`config.mk`:
```
export PLATFORM = sky130hd
export DESIGN_NAME = instr_fetch_stage
export DESIGN_NICKNAME = d
export VERILOG_FILES = /design/src/rtl/fetch_pkg.sv /design/src/rtl/pc_next_logic.sv /design/src/rtl/instr_fetch_stage.sv
export SDC_FILE = /design/constraint.sdc
export NUM_CORES = 1
export LEC_CHECK = 0
export ABC_AREA = 0
export BUFFER_PORTS_ARGS = -buffer_cell sky130_fd_sc_hd__buf_4
export CAP_MARGIN = 30
export CELL_PAD_IN_SITES_DETAIL_PLACEMENT = 1
export CELL_PAD_IN_SITES_GLOBAL_PLACEMENT = 2
export CORE_MARGIN = 5
export CORE_UTILIZATION = 29
export CTS_BUF_LIST = sky130_fd_sc_hd__clkbuf_8
export CTS_CLUSTER_SIZE = 28
export DETAILED_ROUTE_END_ITERATION = 8
export PLACE_DENSITY = 0.86
export REMOVE_ABC_BUFFERS = 1
export SETUP_SLACK_MARGIN = 0.4
export SYNTH_ARGS = -nofsm -noshare
export SYNTH_HDL_FRONTEND = slang
export SYNTH_SLANG_ARGS = --single-unit
```
`constraint.sdc`:
```
create_clock -name clk -period 3.7 [get_ports clk]
set_input_delay 0.555 -clock clk [delete_from_list [all_inputs] [get_ports clk]]
set_output_delay 0.555 -clock clk [all_outputs]
set_load 0.01 [all_outputs]
```
`src/rtl/fetch_pkg.sv`:
```
// Shared types and constants for the instruction fetch stage.
// Holds the PC-source and FSM state encodings plus the reset constants.
package fetch_pkg;

  typedef enum logic [1:0] {
    PCSRC_SEQ = 2'b00,
    PCSRC_REL = 2'b01,
    PCSRC_REG = 2'b10
  } pcsrc_e;

  typedef enum logic [2:0] {
    IDLE,
    REQ,
    WAIT,
    HOLD,
    DROP
  } fetch_state_e;

  localparam logic [31:0] NOP_INSTR        = 32'h0000_0013;
  localparam logic [31:0] DEFAULT_RESET_PC = 32'h0000_0000;

  // Encoding 2'b11 is reserved and behaves as sequential.
  function automatic logic is_redirect(input logic [1:0] pcsrc);
    return (pcsrc == PCSRC_REL) || (pcsrc == PCSRC_REG);
  endfunction

endpackage

```
`src/rtl/pc_next_logic.sv`:
```
// Next-PC selection: sequential PCF+4 or a word-aligned redirect target
// taken from the PC-relative adder or the JALR ALU result.
module pc_next_logic
  import fetch_pkg::*;
#(
  parameter int WIDTH = 32
) (
  input  logic [1:0]       pcsrc,
  input  logic [WIDTH-1:0] pcf,
  input  logic [WIDTH-1:0] brpc,
  input  logic [WIDTH-1:0] immext,
  input  logic [WIDTH-1:0] jalr_target,
  output logic [WIDTH-1:0] next_pc,
  output logic             redirect
);

  logic [WIDTH-1:0] target;

  always_comb begin
    // NOTE: every output gets a default before the case so no path leaves one unassigned (no latch).
    target   = jalr_target;
    redirect = is_redirect(pcsrc);
    case (pcsrc)
      PCSRC_REL: target = brpc + immext;
      PCSRC_REG: target = jalr_target;
      default:   target = jalr_target;
    endcase
    // Redirect targets are forced onto a word boundary; all sums wrap modulo 2^WIDTH.
    next_pc = redirect ? {target[WIDTH-1:2], 2'b00} : pcf + WIDTH'(4);
  end

endmodule

```
`src/rtl/instr_fetch_stage.sv`:
```
// Instruction fetch stage: PC register, single-outstanding memory fetch FSM,
// one-entry skid buffer and the IF/ID pipeline register feeding decode.
module instr_fetch_stage
  import fetch_pkg::*;
#(
  parameter int              WIDTH    = 32,
  parameter logic [WIDTH-1:0] RESET_PC = WIDTH'(DEFAULT_RESET_PC)
) (
  input  logic             clk,
  input  logic             rst_n,
  input  logic [1:0]       PCSrc,
  input  logic [WIDTH-1:0] BrPC,
  input  logic [WIDTH-1:0] ImmExt,
  input  logic [WIDTH-1:0] JalrTarget,
  input  logic             StallD,
  output logic             ImemReqValid,
  output logic [WIDTH-1:0] ImemAddr,
  input  logic             ImemReqReady,
  input  logic             ImemRspValid,
  input  logic [WIDTH-1:0] ImemRspData,
  output logic             ValidD,
  output logic [WIDTH-1:0] InstrD,
  output logic [WIDTH-1:0] PCD,
  output logic [WIDTH-1:0] PCPlus4D
);

  localparam logic [WIDTH-1:0] NOP  = WIDTH'(NOP_INSTR);
  localparam logic [WIDTH-1:0] FOUR = WIDTH'(4);

  fetch_state_e     state, state_nxt;
  logic [WIDTH-1:0] pcf;
  logic [WIDTH-1:0] inflight_pc;
  logic [WIDTH-1:0] skid_instr;
  logic [WIDTH-1:0] skid_pc;
  logic [WIDTH-1:0] next_pc;
  logic             redirect;
  logic             req_accept;
  logic             ifid_free;
  logic             load_rsp;
  logic             park_rsp;
  logic             load_skid;

  pc_next_logic #(.WIDTH(WIDTH)) u_pc_next (
    .pcsrc       (PCSrc),
    .pcf         (pcf),
    .brpc        (BrPC),
    .immext      (ImmExt),
    .jalr_target (JalrTarget),
    .next_pc     (next_pc),
    .redirect    (redirect)
  );

  assign ImemReqValid = (state == REQ);
  assign ImemAddr     = pcf;

  // A redirect kills whatever the response or skid would have delivered.
  always_comb begin
    req_accept = (state == REQ) && ImemReqReady;
    ifid_free  = !ValidD || !StallD;
    load_rsp   = (state == WAIT) && ImemRspValid && ifid_free  && !redirect;
    park_rsp   = (state == WAIT) && ImemRspValid && !ifid_free && !redirect;
    load_skid  = (state == HOLD) && !StallD && !redirect;
  end

  always_comb begin
    state_nxt = state;
    unique case (state)
      IDLE: state_nxt = REQ;
      REQ: begin
        if (req_accept) state_nxt = redirect ? DROP : WAIT;
      end
      WAIT: begin
        if (redirect)          state_nxt = ImemRspValid ? REQ : DROP;
        else if (ImemRspValid) state_nxt = ifid_free ? REQ : HOLD;
      end
      HOLD: begin
        if (redirect || !StallD) state_nxt = REQ;
      end
      // The stale response is swallowed here; a further redirect only moves PCF.
      DROP: begin
        if (ImemRspValid) state_nxt = REQ;
      end
      default: state_nxt = IDLE;
    endcase
  end

  always_ff @(posedge clk) begin
    // NOTE: reset is synchronous, and the skid data register is cleared with it so decode never sees X.
    if (!rst_n) begin
      state       <= IDLE;
      pcf         <= RESET_PC;
      inflight_pc <= RESET_PC;
      skid_instr  <= NOP;
      skid_pc     <= '0;
      ValidD      <= 1'b0;
      InstrD      <= NOP;
      PCD         <= '0;
      PCPlus4D    <= '0;
    end else begin
      // NOTE: state registers use non-blocking assignment so every update sees pre-edge values.
      state <= state_nxt;

      if (redirect || req_accept) pcf <= next_pc;
      if (req_accept) inflight_pc <= pcf;

      if (redirect) begin
        skid_instr <= NOP;
        skid_pc    <= '0;
      end else if (park_rsp) begin
        skid_instr <= ImemRspData;
        skid_pc    <= inflight_pc;
      end

      if (redirect) begin
        ValidD <= 1'b0;
        InstrD <= NOP;
      end else if (load_rsp) begin
        ValidD   <= 1'b1;
        InstrD   <= ImemRspData;
        PCD      <= inflight_pc;
        PCPlus4D <= inflight_pc + FOUR;
      end else if (load_skid) begin
        ValidD   <= 1'b1;
        InstrD   <= skid_instr;
        PCD      <= skid_pc;
        PCPlus4D <= skid_pc + FOUR;
      end else if (!StallD) begin
        ValidD <= 1'b0;
        InstrD <= NOP;
      end
    end
  end

endmodule

```
# Word level (Yosys, flattened, before mapping)
# Index checks and enable logic that the tools add are counted.
[classes] addsub=4 n_eq_ne=11 mux=21 n_bitwise=2 n_reduce_logical=21
[op_table] cell="$mux W32" n=9
[op_table] cell="$add A32 B3 Y32 const B" n=3
[op_table] cell="$add A32 B32 Y32" n=1
[op_table] cell="$mux W3" n=7
[op_table] cell="$pmux W3 S5" n=1
[op_table] cell="$logic_and A1 B1 Y1" n=8
[op_table] cell="$eq A3 B2 Y1 const B" n=2
[op_table] cell="$logic_not A1 Y1" n=4
[op_table] cell="$logic_or A1 B1 Y1" n=4
[op_table] cell="$ne A2 B1 Y1 const B" n=2
[op_table] cell="$reduce_and A4 Y1" n=1
[op_table] cell="$eq A3 B1 Y1 const B" n=1
[op_table] cell="$eq A3 B3 Y1 const B" n=1
[op_table] cell="$logic_not A3 Y1" n=1
[op_table] cell="$mux W1" n=3
[op_table] cell="$ne A3 B1 Y1 const B" n=1
[op_table] cell="$ne A3 B3 Y1 const B" n=1
[op_table] cell="$eq A2 B1 Y1 const B" n=1
[op_table] cell="$eq A2 B2 Y1 const B" n=1
[op_table] cell="$mux W2" n=1
[op_table] cell="$ne A2 B2 Y1 const B" n=1
[op_table] cell="$not A1 Y1" n=2
[op_table] cell="$reduce_and A2 Y1" n=1
[op_table] cell="$reduce_bool A2 Y1" n=1
[op_table] cell="$reduce_or A2 Y1" n=1
[word_totals] regBits=228 in_bits=135

# Depth between registers and ports, before layout
# Gate-level depths: netlist of run 1.
[logic_depth] ltp_word=6 depth_mapped=18 depth_no_buf=13

# Modules after synthesis
# A second synthesis of run 1 with hierarchy kept.
[unflattened] hier_cells=1626 hier_area_um2=12345.6
[modules_own_cells] module="instr_fetch_stage" n_inst=1 cells_each=1234 area_each_um2=9724.3 seq_area_each_um2=4524.3
[modules_own_cells] module="pc_next_logic" n_inst=1 cells_each=392 area_each_um2=2621.3 seq_area_each_um2=0.0

# Least setup slack after synthesis of run 1
# Ideal clock, no wire load.
[synth_timing] path_type="input-to-reg" startpoint="input port PCSrc[1]" endpoint="register PCPlus4D[26]" setup_ps=122 arrival_ps=3725 t_required_ps=3578 setup_slack_ps=-147 cell_stages=18 path_buffers=5 cell_sequence="inv_1 ha_1 clkbuf_1 nand2_1 nor4b_1 buf_2 buf_2 buf_2 mux2i_1 inv_1 ha_1 clkbuf_1 nand3_1 nor2_2 nand2_1 a211oi_1 nor3_1 nand3b_1"
[synth_between] elab_chain_cells=6 elab_cells_between_ends=10
[synth_lines] element="start: declaration" line="instr_fetch_stage.sv:11" source="input logic [1:0] PCSrc,"
[synth_lines] element="$eq A2 B1 Y1 or $eq A2 B2 Y1 (tied branches)" line="fetch_pkg.sv:24" source="return (pcsrc == PCSRC_REL) || (pcsrc == PCSRC_REG);"
[synth_lines] element="$logic_or A1 B1 Y1 (*)" line="fetch_pkg.sv:24"
[synth_lines] element="$logic_not A1 Y1" line="instr_fetch_stage.sv:60, instr_fetch_stage.sv:62"
[synth_lines] element="$logic_and A1 B1 Y1 (on tied branches)" line="instr_fetch_stage.sv:60, instr_fetch_stage.sv:62"
[synth_lines] element="$reduce_bool A2 Y1 (no source line)"
[synth_lines] element="$reduce_and A2 Y1 (no source line)"
[synth_lines] element="end signal: assignment" line="instr_fetch_stage.sv:121" source="PCPlus4D <= inflight_pc + FOUR;"
[synth_lines] element="end signal: assignment" line="instr_fetch_stage.sv:126" source="PCPlus4D <= skid_pc + FOUR;"
[synth_lines] element="end: declaration" line="instr_fetch_stage.sv:24" source="output logic [WIDTH-1:0] PCPlus4D"
# Every way passes the cells marked *; elsewhere a longest branch is shown, timed or not.
# A chain may end at the register's enable or synchronous reset.

# Final worst setup path of run 1
[layout_timing] startpoint="register state[2]" endpoint="register PCPlus4D[29]"
[layout_between] elab_chain_cells=6 elab_cells_between_ends=10
[layout_lines] element="start: declaration" line="instr_fetch_stage.sv:30" source="fetch_state_e state, state_nxt;"
[layout_lines] element="start signal: assignment" line="instr_fetch_stage.sv:101" source="state <= state_nxt;"
[layout_lines] element="$eq A3 B2 Y1" line="instr_fetch_stage.sv:60" source="load_rsp = (state == WAIT) && ImemRspValid && ifid_free && !redirect;"
[layout_lines] element="$logic_and A1 B1 Y1 (3 in a row)" line="instr_fetch_stage.sv:60"
[layout_lines] element="$reduce_bool A2 Y1 (no source line)"
[layout_lines] element="$reduce_and A2 Y1 (no source line)"
# Parallel ways exist; a longest one is shown, timed or not.

==> flow_metrics.tcl, run 1 <==
set metrics [dict create \
    post-route-period-util_pct 83.21 \
    first_pass_iteration_count_of_the_detailed_router 5 \
    max_clk_rate_mhz 324.8 \
    reg_clk_slew_reported_paths_ps 60 \
    cts_hold_buffers 0 \
    cts_sinks 218 \
    crit_required_ps 4130 \
    initial_core_util_pct 29.40 \
    die_w_um 208.4 \
    place_area_um2 13920 \
    viasPerCell 5.026 \
    io_buffers 256 \
    aggregate_routed_wire_length_um 40720 \
    rows 72 \
    grt_pass1_wl_um 64980 \
    cp_data_arrival_time_ps 3510 \
    hold-worst-slack_ps 241.1 \
    layout.cells.most_common "sky130_fd_sc_hd__nand2_1" \
    syn-mean-instance-area_um2 7.824 \
    number_of_setup_violations_in_the_final_report 0 \
    dieHeight_um 208.4 \
    drt_first_iter_violations 489 \
    final_cell_mix "sky130_fd_sc_hd__nand2_1 (340), sky130_fd_sc_hd__buf_4 (291), sky130_fd_sc_hd__dfxtp_1 (218), sky130_fd_sc_hd__a21oi_1 (139), sky130_fd_sc_hd__nand3_1 (75)" \
    globalRouteOverflowTotal 0 \
    instances_no_fill 2243 \
    htree_num_levels 2 \
    syn_inst 1459 \
    numCtsBuffers 41 \
    detail-route-antenna-nets 0 \
    worst-r2r-setup-slack_ps 620 \
    share_of_layout_cells_above_drive_strength_1_pct 21.97 \
    cts_buffer_depth 3 \
    r2r_end "PCPlus4D[29]$_SDFFE_PN0P_" \
    number_of_synthesized_register_bits 218 \
    timing.hold.worst_endpoint "skid_instr[4]$_SDFFE_PP1P_" \
    maxCapViolations 0 \
    path_max_fanout 12 \
    synth_cell_type_count 70 \
    holdCritPathClass "in2reg" \
    status "finished, final reports clean" \
    synth_async_sr_flop_share_pct 0 \
    largest_net_degree_at_the_start_of_global_routing 69 \
    gp_congestion 0.8078 \
    finish.net_count 1863 \
    antenna_found_initial 0 \
    worstSetupStartpoint "state[2]$_SDFFE_PN0P_" \
    crit-reg2reg-launch "state[2]$_SDFFE_PN0P_" \
    hold-path-cell-count 3 \
    syn-cell-area_um2 11410 \
    post-dp-hpwl_um 30120 \
    rsz0062_at_grt "false" \
    worst_setup_path_start_kind "flop" \
    clk_latency_ps 560 \
    timing.slew.headroom_pct 47.73 \
    final-hold-violation-count 0 \
    cts_resized 0 \
    fin_worst_skew_ps 20.52 \
    grt_pass1_vias 11720 \
    synth_edf_count 0 \
    layout_min_cycle_time_ps 3079 \
    n_antenna_cell 0 \
    total_leakage_power_nw 6.099 \
    pwr_density_nw_per_um2 387.2 \
    postCtsSetupRepairBufs 0 \
    grt_usage_pct 17.99 \
    synthToLayoutAreaGrowth_pct 29.14 \
    stdcell_area_um2 14740 \
    worst_ir_drop_vdd_mv 0.1590 \
    core_area_um2 38830 \
    num-fill-cells 4796 \
    path_class "reg2reg" \
    worst_setup_path_end_kind "flop" \
    yosysSeqAreaShare_pct 38.23 \
    cts_tree "yes" \
    detail_route.wl_per_cell_um 18.15 \
    top_level_ports 265 \
    clock-root-buffer "sky130_fd_sc_hd__clkbuf_8" \
    rr_worst_depth 10 \
    timing_worst_slew_pin_value_ps 784.0 \
    detailroute.via_count 11270 \
    hold_path.startpoint "ImemRspData[4]" \
    dpl.cell_count 2170 \
    synthFlopType "sky130_fd_sc_hd__dfxtp_1" \
    drv_slew 0 \
    dieArea_um2 43430 \
    post-route-drc-count 0 \
    ys_warn_count 0 \
]
## power by group
part	switching [mW]	internal (mW)
Clock	1.03	1.31
Combinational	0.468	0.386
Sequential	0.102	2.41
Total	1.60	4.11
## worst max path at each step
stage | end
finish | PCPlus4D[29]$_SDFFE_PN0P_
detailed placement | PCPlus4D[29]$_SDFFE_PN0P_
floorplan | PCPlus4D[12]$_SDFFE_PN0P_
global route | PCPlus4D[29]$_SDFFE_PN0P_
global placement | PCPlus4D[25]$_SDFFE_PN0P_
CTS | PCPlus4D[29]$_SDFFE_PN0P_
## worst max-delay path, stage by stage, from the launching register on
cell	delay [ps]
sky130_fd_sc_hd__dfxtp_1	360
sky130_fd_sc_hd__nand2b_1	320
sky130_fd_sc_hd__or4b_4	720
sky130_fd_sc_hd__buf_4	240
sky130_fd_sc_hd__nor3_1	180
sky130_fd_sc_hd__a31oi_1	110
sky130_fd_sc_hd__nor2_1	270
sky130_fd_sc_hd__nand2_1	240
sky130_fd_sc_hd__a211oi_2	290
sky130_fd_sc_hd__xor2_1	160
sky130_fd_sc_hd__o21ai_1	70
## metal layers
metal | track usage (%) | vias up | share of wire [%]
met2 | 31.18 | 245 | 49
met5 | 0 | - | 0
met1 | 22.96 | 5382 | 44
met4 | 4.643 | 0 | 1.8
met3 | 3.525 | 51 | 5.8
li1 | - | 5595 | -
## cell usage after synthesis (all sizes together), types with 11 or more instances
master / n / area (µm²)
nand3: 75 / 375.4
a21oi: 139 / 695.7
clkbuf: 78 / 296.5
or3: 12 / 80.08
inv: 11 / 41.29
a221oi: 33 / 295.3
xor2: 52 / 455.4
dfxtp: 218 / 4364
nor3: 45 / 230.2
ha: 33 / 412.9
xnor2: 31 / 271.5
a21boi: 22 / 165.2
o211a: 30 / 300.3
nand2: 341 / 1280
o21ai: 54 / 270.3
buf: 28 / 150.1
mux2i: 28 / 296.5
nand4: 21 / 131.4
nor2: 74 / 280.3
and3: 17 / 106.4
and2: 14 / 87.58
## metrics by stage
stage	total power, mW	setup TNS, ps	utilization (%)	setup slack (ps)
2_1_floorplan	2.996	-604340	-	-7014
3_3_place_gp	3.411	0	35.78	186.2
3_5_place_dp	3.432	0	35.85	153.4
4_1_cts	5.826	0	37.96	592.4
5_1_grt	6.038	0	37.96	413.1
6_report	5.708	0	37.96	621.3
## state kept, by name, summed over array words and instances, names as in the netlist
register	count
InstrD	32
skid_instr	32
ImemAddr	30
PCD	30
PCPlus4D	30
inflight_pc	30
skid_pc	30
state	3
ValidD	1
## area by class of cell
type,count,area [µm²],area share [%]
Clock buffer,51,701.9,4.762
Clock inverter,22,120.1,0.8149
Inverter,12,45.04,0.3056
Multi-Input combinational cell,1128,6609,44.83
Sequential cell,218,4364,29.61
Tap cell,518,648.1,4.397
Timing Repair Buffer,294,2252,15.28
## kinds of logic after synthesis
logic type | Yosys count | share of synthesized area, %
adders and majority gates | 33 | 3.617
other | 1 | 0.03285
xor gates and xnor gates | 83 | 6.369
muxes | 34 | 3.190
AOI/OAI and AO/OA | 343 | 19.76
buffers and inverters | 118 | 4.308
DFF | 218 | 38.23
and+or+nand+nor | 629 | 24.49
Power figures use the tool's default switching activity.
==> inputs of run 2 (changes only) <==
Settings changed: CORE_UTILIZATION 29 to 32, PLACE_DENSITY 0.86 to 0.9.
Clock period 3.7 ns to 2.9 ns, I/O delays scaled along.
==> flow_metrics.tcl, run 2 (synthesis gave the netlist of run 1 again) <==
set metrics [dict create \
    numCtsBuffers 40 \
    top_level_ports 265 \
    dieArea_um2 39550 \
    post-route-drc-count 0 \
    number_of_setup_violations_in_the_final_report 0 \
    dieHeight_um 198.9 \
    path_max_fanout 5 \
    worst-r2r-setup-slack_ps 380 \
    max_clk_rate_mhz 397.4 \
    initial_core_util_pct 32.25 \
    cpMaxStageDelayCell "sky130_fd_sc_hd__or4b_4" \
    rows 69 \
    hold_path.startpoint "ImemRspData[0]" \
    cp_data_arrival_time_ps 2940 \
    timing_worst_slew_pin_value_ps 798.2 \
    crit_path_cell_trace "nand2b_4, or4b_4, mux2i_4, o211ai_2, or3_4, nor3_4, xor2_1, o21ai_1, and2_1" \
    grt_pass1_vias 12550 \
    post-dp-hpwl_um 30110 \
    final-hold-violation-count 0 \
    share_of_layout_cells_above_drive_strength_1_pct 28.01 \
    gr-usage-met3_pct 3.709 \
    detailroute.via_count 11860 \
    grt_usage_pct 20.10 \
    htree_num_levels 2 \
    cts_sinks 218 \
    hold-worst-slack_ps 134.3 \
    cts_tree "yes" \
    holdCritPathClass "in2reg" \
    crit_path_max_incr_delay_ps 640 \
    hold-path-cell-count 3 \
    top_flop_regs "InstrD: 32 flops, skid_instr: 32 flops" \
    grt_pass1_wl_um 65610 \
    cts_buffer_depth 3 \
    timing.hold.worst_endpoint "InstrD[0]$_SDFFE_PP1P_" \
    worst_ir_drop_vdd_mv 0.2399 \
    globalRouteOverflowTotal 0 \
    die_w_um 198.9 \
    n_antenna_cell 0 \
    r2r_end "PCPlus4D[21]$_SDFFE_PN0P_" \
    clock-root-buffer "sky130_fd_sc_hd__clkbuf_8" \
    power_mw 7.368 \
    finish.net_count 1946 \
    rr_worst_depth 9 \
    crit_required_ps 3330 \
    fin_worst_skew_ps 13.87 \
    worst_setup_path_end_kind "flop" \
    reg_clk_slew_reported_paths_ps 60 \
    global_route.usage.met1_pct 24.64 \
    pwr_density_nw_per_um2 473.5 \
    total_leakage_power_nw 6.544 \
    final_cell_mix "sky130_fd_sc_hd__buf_4 (368), sky130_fd_sc_hd__nand2_1 (335), sky130_fd_sc_hd__dfxtp_1 (208), sky130_fd_sc_hd__a21oi_1 (138), sky130_fd_sc_hd__nand3_1 (74)" \
    path_class "reg2reg" \
    first_pass_iteration_count_of_the_detailed_router 5 \
    crit-reg2reg-launch "state[2]$_SDFFE_PN0P_" \
    globalRouteMet2Util_pct 35.72 \
    global_route.peak_usage_layer "met2" \
    rsz0062_at_grt "true" \
    core_area_um2 35400 \
    drv_slew 0 \
    maxCapViolations 0 \
    detail_route.wl_per_cell_um 18.43 \
    drt_first_iter_violations 435 \
    layout_min_cycle_time_ps 2517 \
    timing.slew.headroom_pct 46.79 \
    antenna_found_initial 0 \
    aggregate_routed_wire_length_um 41730 \
    synthToLayoutAreaGrowth_pct 36.31 \
    clk_latency_ps 530 \
    status "finished, final reports clean" \
    largest_net_degree_at_the_start_of_global_routing 69 \
    gp_congestion 0.8263 \
    viasPerCell 5.238 \
    worst_setup_path_start_kind "flop" \
    post-route-period-util_pct 86.78 \
    detail-route-antenna-nets 0 \
    io_buffers 256 \
    layout.cells.most_common "sky130_fd_sc_hd__buf_4" \
]
-- run 2: worst max path at each step --
stage	from	slack, ps	cells past startpoint	to
floorplan	PCSrc[1]	-7690	8	PCPlus4D[12]$_SDFFE_PN0P_
global placement	PCSrc[1]	-230	12	PCPlus4D[31]$_SDFFE_PN0P_
detailed placement	PCSrc[1]	-260	12	PCPlus4D[31]$_SDFFE_PN0P_
CTS	state[1]$_SDFFE_PN0P_	350	9	PCPlus4D[31]$_SDFFE_PN0P_
global route	state[2]$_SDFFE_PN0P_	260	9	PCPlus4D[21]$_SDFFE_PN0P_
finish	state[2]$_SDFFE_PN0P_	380	9	PCPlus4D[21]$_SDFFE_PN0P_
-- run 2: metrics by stage --
step | cells | setup TNS (ps) | setup slack (ps) | util (%) | instance area, µm²
detailed placement | 2184 | -4920 | -258.0 | 40.64 | 14390
finish | 2264 | 0 | 383.4 | 43.96 | 15560
CTS | 2253 | 0 | 349.6 | 43.28 | 15320
global placement | 2184 | -3526 | -230.7 | 40.64 | 14390
floorplan | 1358 | -711590 | -7694 | - | 10990
global route | 2264 | 0 | 264.0 | 43.96 | 15560
-- run 2: critical path: cells and delay by family (launching register included) --
family          cells  cell delay, ps
simple gates        5            1480
xor+xnor            1             150
flops               1             330
mux                 1             230
compound gates      2             220
-- run 2: layout make-up --
cell class	count	area, µm²
Clock buffer	54	743.2
Clock inverter	13	52.55
Fill cell	4349	19840
Inverter	12	45.04
Multi-Input combinational cell	1129	6842
Sequential cell	218	4389
Tap cell	461	576.8
Timing Repair Buffer	377	2912
-- run 2: metal layers --
layer	wire length, µm	part of all wire [%]
met3	2428	5.8
met2	20470	49
met1	17800	43
met5	0	0
met4	1031	2.5
-- run 2: repair_timing --
action / 4_1_cts / 5_1_grt
hold buffers: 0 / 0
gates cloned: 1 / 0
setup endpoints to repair: 34 / 31
gates resized for setup: 31 / 43
setup buffers: 1 / 11
pin swaps: 2 / 15
-- run 2: report_power, final --
part	total (mW)	internal (mW)	leakage [nW]	switching (mW)
clock	2.94	1.64	0.453	1.30
sequential	3.20	3.08	1.77	0.121
combinational	1.22	0.577	4.32	0.644
